File: src/rtl/mips_pkg.sv
// mips_pkg: state encodings, ALU codes, opcode/funct constants and the latched instruction class
package mips_pkg;
  typedef enum logic [3:0] {
    S_FETCH    = 4'd0,
    S_DECODE   = 4'd1,
    S_MEMADR   = 4'd2,
    S_MEMRD    = 4'd3,
    S_MEMWB    = 4'd4,
    S_MEMWR    = 4'd5,
    S_RTYPE_EX = 4'd6,
    S_IMM_EX   = 4'd7,
    S_ALU_WB   = 4'd8,
    S_BRANCH   = 4'd9,
    S_JUMP     = 4'd10,
    S_ILLEGAL  = 4'd15
  } state_t;
  localparam logic [3:0] ALU_AND = 4'b0000;
  localparam logic [3:0] ALU_OR  = 4'b0001;
  localparam logic [3:0] ALU_ADD = 4'b0010;
  localparam logic [3:0] ALU_SUB = 4'b0110;
  localparam logic [3:0] ALU_SLT = 4'b0111;
  localparam logic [3:0] ALU_NOR = 4'b1100;
  localparam logic [3:0] ALU_EQ  = 4'b1111;
  localparam logic [5:0] OP_R    = 6'h00;
  localparam logic [5:0] OP_LW   = 6'h23;
  localparam logic [5:0] OP_SW   = 6'h2B;
  localparam logic [5:0] OP_BEQ  = 6'h04;
  localparam logic [5:0] OP_BNE  = 6'h05;
  localparam logic [5:0] OP_ADDI = 6'h08;
  localparam logic [5:0] OP_ANDI = 6'h0C;
  localparam logic [5:0] OP_ORI  = 6'h0D;
  localparam logic [5:0] OP_SLTI = 6'h0A;
  localparam logic [5:0] OP_J    = 6'h02;
  localparam logic [5:0] FN_ADD  = 6'h20;
  localparam logic [5:0] FN_ADDU = 6'h21;
  localparam logic [5:0] FN_SUB  = 6'h22;
  localparam logic [5:0] FN_SUBU = 6'h23;
  localparam logic [5:0] FN_AND  = 6'h24;
  localparam logic [5:0] FN_OR   = 6'h25;
  localparam logic [5:0] FN_NOR  = 6'h27;
  localparam logic [5:0] FN_SLT  = 6'h2A;
  typedef struct packed {
    logic [3:0] alu_op;
    logic       ext_sel;
    logic       is_r;
    logic       is_sw;
    logic       is_bne;
  } cls_t;
endpackage

File: src/rtl/alu_decoder.sv
// alu_decoder: maps op/funct to ALU code, immediate extension and a legal-instruction flag
module alu_decoder
  import mips_pkg::*;
(
  input  logic [5:0] op,
  input  logic [5:0] funct,
  output logic [3:0] alu_op,
  output logic       ext_sel,
  output logic       legal
);
  // per-opcode ALU code; R-type refines through funct
  always_comb begin
    alu_op = ALU_ADD;
    ext_sel = 1'b0;
    legal = 1'b1;
    case (op)
      OP_R:
        case (funct)
          FN_AND:          alu_op = ALU_AND;
          FN_OR:           alu_op = ALU_OR;
          FN_ADD, FN_ADDU: alu_op = ALU_ADD;
          FN_SUB, FN_SUBU: alu_op = ALU_SUB;
          FN_SLT:          alu_op = ALU_SLT;
          FN_NOR:          alu_op = ALU_NOR;
          default:         legal = 1'b0;
        endcase
      OP_ANDI: begin
        alu_op = ALU_AND;
        ext_sel = 1'b1;
      end
      OP_ORI: begin
        alu_op = ALU_OR;
        ext_sel = 1'b1;
      end
      OP_SLTI:                   alu_op = ALU_SLT;
      OP_BEQ, OP_BNE:            alu_op = ALU_SUB;
      OP_LW, OP_SW, OP_ADDI, OP_J: alu_op = ALU_ADD;
      default:                   legal = 1'b0;
    endcase
  end
endmodule

File: src/rtl/mips_mc_control.sv
// mips_mc_control: multicycle MIPS control FSM driving datapath selects, enables and ALU code
module mips_mc_control
  import mips_pkg::*;
(
  input  logic       clk,
  input  logic       reset,
  input  logic [5:0] op,
  input  logic [5:0] funct,
  input  logic       zero,
  input  logic       mem_ready,
  output logic       pc_wr,
  output logic       ir_wr,
  output logic       mem_rd,
  output logic       mem_wr,
  output logic       iord,
  output logic       reg_wr,
  output logic       reg_dst,
  output logic       mem_to_reg,
  output logic       alu_src_a,
  output logic [1:0] alu_src_b,
  output logic       ext_sel,
  output logic [1:0] pc_src,
  output logic [3:0] alu_op,
  output logic       illegal,
  output logic [3:0] state
);
  state_t state_q, st, nxt;
  cls_t cls_q;
  logic illegal_q;
  logic [3:0] dec_op;
  logic dec_ext, dec_legal;
  alu_decoder u_dec (
    .op(op),
    .funct(funct),
    .alu_op(dec_op),
    .ext_sel(dec_ext),
    .legal(dec_legal)
  );
  assign st = reset ? S_FETCH : state_q;
  assign state = state_q;
  // state register; class is captured while in DECODE, illegal sticks until reset
  always_ff @(posedge clk) begin
    if (reset) begin
      state_q <= S_FETCH;
      cls_q <= '0;
      illegal_q <= 1'b0;
    end else begin
      state_q <= nxt;
      if (state_q == S_DECODE)
        cls_q <= '{alu_op: dec_op, ext_sel: dec_ext, is_r: op == OP_R, is_sw: op == OP_SW, is_bne: op == OP_BNE};
      if (nxt == S_ILLEGAL) illegal_q <= 1'b1;
    end
  end
  // next state and outputs; reset views the FSM as FETCH with PC/IR writes suppressed
  always_comb begin
    nxt = st;
    pc_wr = 1'b0;
    ir_wr = 1'b0;
    mem_rd = 1'b0;
    mem_wr = 1'b0;
    iord = 1'b0;
    reg_wr = 1'b0;
    reg_dst = 1'b0;
    mem_to_reg = 1'b0;
    alu_src_a = 1'b0;
    alu_src_b = 2'b00;
    ext_sel = 1'b0;
    pc_src = 2'b00;
    alu_op = ALU_AND;
    illegal = illegal_q & ~reset;
    case (st)
      S_FETCH: begin
        mem_rd = 1'b1;
        if (mem_ready) begin
          ir_wr = 1'b1;
          pc_wr = 1'b1;
          alu_src_b = 2'b01;
          alu_op = ALU_ADD;
          nxt = S_DECODE;
        end
      end
      S_DECODE: begin
        alu_src_b = 2'b11;
        alu_op = ALU_ADD;
        nxt = !dec_legal ? S_ILLEGAL :
              (op == OP_LW || op == OP_SW) ? S_MEMADR :
              op == OP_R ? S_RTYPE_EX :
              (op == OP_BEQ || op == OP_BNE) ? S_BRANCH :
              op == OP_J ? S_JUMP : S_IMM_EX;
      end
      S_MEMADR: begin
        alu_src_a = 1'b1;
        alu_src_b = 2'b10;
        alu_op = ALU_ADD;
        nxt = cls_q.is_sw ? S_MEMWR : S_MEMRD;
      end
      S_MEMRD: begin
        mem_rd = 1'b1;
        iord = 1'b1;
        nxt = mem_ready ? S_MEMWB : S_MEMRD;
      end
      S_MEMWB: begin
        reg_wr = 1'b1;
        mem_to_reg = 1'b1;
        nxt = S_FETCH;
      end
      S_MEMWR: begin
        mem_wr = 1'b1;
        iord = 1'b1;
        nxt = mem_ready ? S_FETCH : S_MEMWR;
      end
      S_RTYPE_EX: begin
        alu_src_a = 1'b1;
        alu_op = cls_q.alu_op;
        nxt = S_ALU_WB;
      end
      S_IMM_EX: begin
        alu_src_a = 1'b1;
        alu_src_b = 2'b10;
        ext_sel = cls_q.ext_sel;
        alu_op = cls_q.alu_op;
        nxt = S_ALU_WB;
      end
      S_ALU_WB: begin
        reg_wr = 1'b1;
        reg_dst = cls_q.is_r;
        nxt = S_FETCH;
      end
      S_BRANCH: begin
        alu_src_a = 1'b1;
        alu_op = ALU_SUB;
        pc_src = 2'b01;
        pc_wr = cls_q.is_bne ? ~zero : zero;
        nxt = S_FETCH;
      end
      S_JUMP: begin
        pc_src = 2'b10;
        pc_wr = 1'b1;
        nxt = S_FETCH;
      end
      S_ILLEGAL: nxt = S_ILLEGAL;
      default: nxt = S_ILLEGAL;
    endcase
    if (reset) begin
      pc_wr = 1'b0;
      ir_wr = 1'b0;
    end
  end
endmodule

File: config.mk
export PLATFORM = sky130hd
export DESIGN_NAME = mips_mc_control
export DESIGN_NICKNAME = d
export VERILOG_FILES = /design/src/rtl/mips_pkg.sv /design/src/rtl/alu_decoder.sv /design/src/rtl/mips_mc_control.sv
export SDC_FILE = /design/constraint.sdc
export NUM_CORES = 1
export LEC_CHECK = 0
export BUFFER_PORTS_ARGS = -buffer_cell sky130_fd_sc_hd__buf_2
export CAP_MARGIN = 15
export CELL_PAD_IN_SITES_DETAIL_PLACEMENT = 2
export CELL_PAD_IN_SITES_GLOBAL_PLACEMENT = 2
export CORE_ASPECT_RATIO = 1.5
export CORE_UTILIZATION = 26
export DETAILED_ROUTE_END_ITERATION = 16
export PLACE_DENSITY = 0.9
export SLEW_MARGIN = 25
export SYNTH_ARGS = -nofsm -noshare
export SYNTH_HDL_FRONTEND = slang
export SYNTH_SLANG_ARGS = --single-unit
File: constraint.sdc
create_clock -name clk -period 2.4 [get_ports clk]
set_clock_uncertainty 0.1 [all_clocks]
set_input_delay 0.72 -clock clk [delete_from_list [all_inputs] [get_ports clk]]
set_output_delay 0.72 -clock clk [all_outputs]
set_load 0.03 [all_outputs]
* Word-level counts from Yosys, hierarchy flattened
Index checks and enable logic that the tools add are counted.
** Cells by class
- Bitwise operators :: 3
- Equal/unequal tests :: 29
- Reductions and logical operators :: 17
- Muxes and demuxes :: 35
** Operators by type and width (count)
- $eq 6x6->1 const B :: 10
- $pmux 4 s5 :: 2
- $mux 4 :: 7
- $pmux 4 s7 :: 1
- $eq 6x4->1 const B :: 4
- $reduce_or 2->1 :: 9
- $eq 4x3->1 const B :: 4
- $eq 4x4->1 const B :: 4
- $mux 1 :: 16
- $pmux 4 s4 :: 1
- $eq 6x3->1 const B :: 2
- $mux 3 :: 3
- $reduce_or 9->1 :: 1
- $eq 4x1->1 const B :: 2
- $eq 4x2->1 const B :: 2
- $reduce_or 4->1 :: 2
- $reduce_or 8->1 :: 1
- $eq 6x2->1 const B :: 1
- $logic_not 6->1 :: 1
- $pmux 2 s3 :: 1
- $logic_not 4->1 :: 1
- $pmux 2 s2 :: 1
- $pmux 1 s3 :: 1
- $logic_or 1x1->1 :: 2
- other kinds (4) :: 5
** Storage, ports and cells
- Register bits :: 13
- Word-level logic and storage cells :: 91
- Input bits :: 16

* Logic depth before layout (Yosys ltp)
- Depth in word-level cells :: 8
- Depth in mapped cells :: 6
- Gate-level depth less buffers :: 5

* Hierarchy
A second synthesis with hierarchy kept.
** Second synthesis, totals
- Cells, all modules :: 165
- Area, all modules :: 1151.1 um^2
** By module, submodules not included
- mips_mc_control :: sequential area each 260.2 um^2, cells an instance 134, area an instance 965.9 um^2, instances 1
- alu_decoder :: sequential area each 0.0 um^2, cells an instance 31, area an instance 185.2 um^2, instances 1

* Worst setup path after synthesis
Ideal clock, no wire load.
- Path type :: reg2out
- Start point :: register state_q[0] (netlist: state[0])
- End point :: output alu_src_b[1]
- Arrival :: 2.556 ns
- Path buffers :: 1
- Setup slack :: -0.976 ns
- Cell stages (with the launch flop) :: 4
- Cell sequence :: dfxtp_1 clkbuf_1 nand2_1 a2111oi_0
** Between the ends
- Cells in the longest elaborated chain, start to end :: 4
** RTL lines
- start: declaration :: line mips_mc_control.sv:27 : state_t state_q, st, nxt;
- start signal: assignment :: line mips_mc_control.sv:48 : state_q <= nxt;
- $mux 4 * :: line mips_mc_control.sv:39 : assign st = reset ? S_FETCH : state_q;
- $eq 4x3->1 or $eq 4x2->1 (tied branches) :: line mips_mc_control.sv:71 : case (st)
- $reduce_or 2->1 (no source line)
- $pmux 2 s3 * :: line mips_mc_control.sv:71
- end: declaration :: line mips_mc_control.sv:20 : output logic [1:0] alu_src_b,
Every way passes the cells marked *; elsewhere a longest branch is shown, timed or not.

* Worst setup path in the final report
- Start point :: register state_q[3] (netlist: state[3])
- End point :: output alu_op[2]
** Between the ends
- Cells in the longest elaborated chain, start to end :: 4
** RTL lines
- $mux 4 * :: line mips_mc_control.sv:39
- $eq 4x3->1, or another cell as far along :: line mips_mc_control.sv:71
- $reduce_or 2->1 (no source line)
- $pmux 4 s4 * :: line mips_mc_control.sv:71
- end: declaration :: line mips_mc_control.sv:23 : output logic [3:0] alu_op,
Marked as above.

==> impl_metrics.yaml <==
final_layout:
  area_delta_synth_final_pct: 56.5
  layoutNonFillerInstCount: 263
  layout.area.seq_sq_um: 270
  n_fill_cell: 481
  final_nets: 235
  drive_above_1_share: 0.445
  multi_input_area_sq_um: 890
  n_antenna_cell: 0
synth:
  yosys_warnings: 0
  synth_top_area_share: 0.234
  synth_seq_area_share: 0.234
  synth_most_common_cell: "nor2_1"
  netlist_area_sq_um: 1110
  synth_seq_cells: 13
  yosysUniqueCellTypes: 44
  synth-edff-count: 0
  synth_area_leaders: "dfxtp_1, a21oi_1, nor2_1"
  syn_nets: 173
  ys_top_cells_by_count: "nor2_1, a21oi_1, dfxtp_1, nand2_1, o21ai_0"
  netlist_instances: 157
  avgSynthCellArea_sq_um: 7.08
  synth_top_cell_by_area: "dfxtp_1"
  ys.flop_type: "dfxtp_1"
  synthArstFlopShare: 0
pwr:
  p_per_area_nw_per_um2: 1100
  power_switching_uw: 939
  ir_drop_uv: 511
  pwr-share-clk: 0.098
  p_seq_frac: 0.190
  pwr-share-comb: 0.711
  switching_share: 0.492
  total_power_uw: 1910
  p_leak_uw: 0.000742
  p_int_uw: 971
global_route:
  grt_max_degree: 14
  grt.total_usage: 0.215
  grt_pass1_vias: 1549
  grt_pass1_wl_microns: 7710
  grt_antenna_before_repair: 0
  overflow: 0
run_status:
  violations: "setup timing"
  status: "complete, but fails checks"
floorplanning:
  die_area_sq_um: 4540
  fp-row-count: 28
  start_util: 0.276
  num_io_pins: 39
  die_y_microns: 82.1
  die_w_microns: 55.4
  fp.coreArea_sq_um: 4030
routing:
  drt-met1-wl_microns: 2070
  drt_wl_total_microns: 5080
  final_antenna_net_count: 0
  dr_wl_met2_microns: 2870
  highest_layer: "met4"
  dr_wl_met3_microns: 72
  drc: 0
  firstDrtPassIters: 4
  avgViaCountPerCell: 5.57
  wl_per_cell_microns: 19.3
  vias: 1465
  first_iter_violations: 59
clocking:
  clock_path_buffers: 2
  clk_pin_slew_ps: 50
  cts_inserted_buffers: 3
  clock_sinks: 13
  cts_tree: "yes"
  clkLatencyLatePin_ps: 240
  cts-root-buf: "clkbuf_8"
  htree_num_levels: 1
worst_setup_path:
  reg2reg_depth: 7
  cp_max_fo: 8
  rr_endpoint: "illegal_q"
  cpPeakStageDelay_ps: 440
  arrival_ps: 1620
  startpoint: "state[3]"
  crit_path_start_kind: "flop"
  reg2reg_slack_ps: 300
  critPathSlowestCell: "dfxtp_2"
  cp.required_ps: 1580
  r2r_start: "state[1]"
  worst_setup_path_end_kind: "output port"
  path_cells: "nor2b_1 > nand2b_1 > buf_4 > a21oi_2 > buf_2"
  setup.worst_path.class: "reg2out"
place:
  dp.cells: 252
  gp_congestion: 0.838
  portBuffers: 38
  dpl.hpwl_microns: 3680
job:
  drv_cap: 0
timing:
  final-setup-viol-count: 5
  fin_crit_ps: 2440
  slew_violations: 0
  fmax_mhz: 410
  rsz0062_at_grt: "yes"
  worstMarginPinSlew_ps: 449
  finalSetupTns_ps: -107
  post-route-period-util: 1.02
  slew_headroom: 0.698
  layout_setup_ws_ps: -39.4
  hold_viol: 0
min_path:
  min_from: "cls_q[7]"
  holdPathEnd: "cls_q[7]"
  hold_path.class: "reg2reg"
  hold_path_depth: 2
-- metrics by stage --
| stage | instance area [sq um] | hold slack, ps | worst slack, ps | utilization |
|---|---|---|---|---|
| 2_1_floorplan | 1200 | 328 | -118 | - |
| 3_3_place_gp | 1580 | 340 | 32.2 | 0.392 |
| 3_5_place_dp | 1580 | 363 | -30.9 | 0.392 |
| 4_1_cts | 1660 | 370 | -20.3 | 0.411 |
| 5_1_grt | 1740 | 383 | -141 | 0.432 |
| 6_report | 1740 | 363 | -39.4 | 0.432 |
-- registers in the layout, indices dropped and copies added, names as in the netlist --
name and cells:
cls_q 8, state 4, illegal_q 1
-- area by class of cell --
| class | instances | share of cell area |
|---|---|---|
| Multi-Input combinational cell | 129 | 0.512 |
| Timing Repair Buffer | 70 | 0.271 |
| Sequential cell | 13 | 0.155 |
| Tap cell | 45 | 0.0324 |
| Clock buffer | 4 | 0.0259 |
| Inverter | 2 | 0.00432 |
-- critical path: cells and delay by family, from the launching register on --
family / cells / cell delay [ps]
AOI/OAI and AO/OA: 1 / 110
buffers and inverters: 2 / 370
DFF: 1 / 440
and+or+nand+nor: 2 / 450
-- cell families after synthesis --
logic type / after synthesis / share of synthesized area
XOR/XNOR: 3 / 0.0237
AO/OA/AOI/OAI: 44 / 0.255
flip-flops: 13 / 0.234
AND/OR/NAND/NOR: 79 / 0.401
buffers and inverters: 15 / 0.0597
multiplexers: 3 / 0.0270
-- power groups by stage --
stage	clock, uW	sequential, uW	combinational [uW]
finish	188	363	1360
global route	207	374	1440
CTS	192	371	1220
detailed placement	0	360	1160
global placement	0	354	1110
floorplan	0	354	718
-- how the worst max path moves through the flow --
stage	slack, ps	endpoint	cells after the start
2_1_floorplan	-120	alu_src_b[1]	3
3_3_place_gp	30	pc_wr	6
3_5_place_dp	-30	pc_wr	6
4_1_cts	-20	alu_src_b[0]	4
5_1_grt	-140	pc_wr	6
6_report	-40	alu_op[2]	5
-- per-layer routing --
layer,global-route usage,up-vias
met5,0,-
met4,0.0975,0
met3,0.0157,4
met2,0.419,27
met1,0.235,733
li1,-,701
-- cells in the final DEF (no fill, tap or decap), types with 3 or more instances in the layout --
| master | count |
|---|---|
| dfxtp_1 | 9 |
| nand2b_1 | 6 |
| buf_4 | 31 |
| nand2_1 | 13 |
| buf_2 | 33 |
| clkbuf_8 | 3 |
| buf_6 | 4 |
| nor2b_1 | 5 |
| a21oi_1 | 12 |
| nor2_1 | 16 |
| o21ai_0 | 6 |
| nor2_2 | 4 |
| nand3_1 | 3 |
| nor3_1 | 5 |
| o21bai_1 | 3 |
| mux2i_1 | 3 |
-- what timing repair did --
action,in CTS,in global routing
hold buffers,0,0
gates resized for setup,13,8
setup buffers,0,7
pin swaps,0,3
setup endpoints to repair,9,11
(Power assumes the default switching activity.)
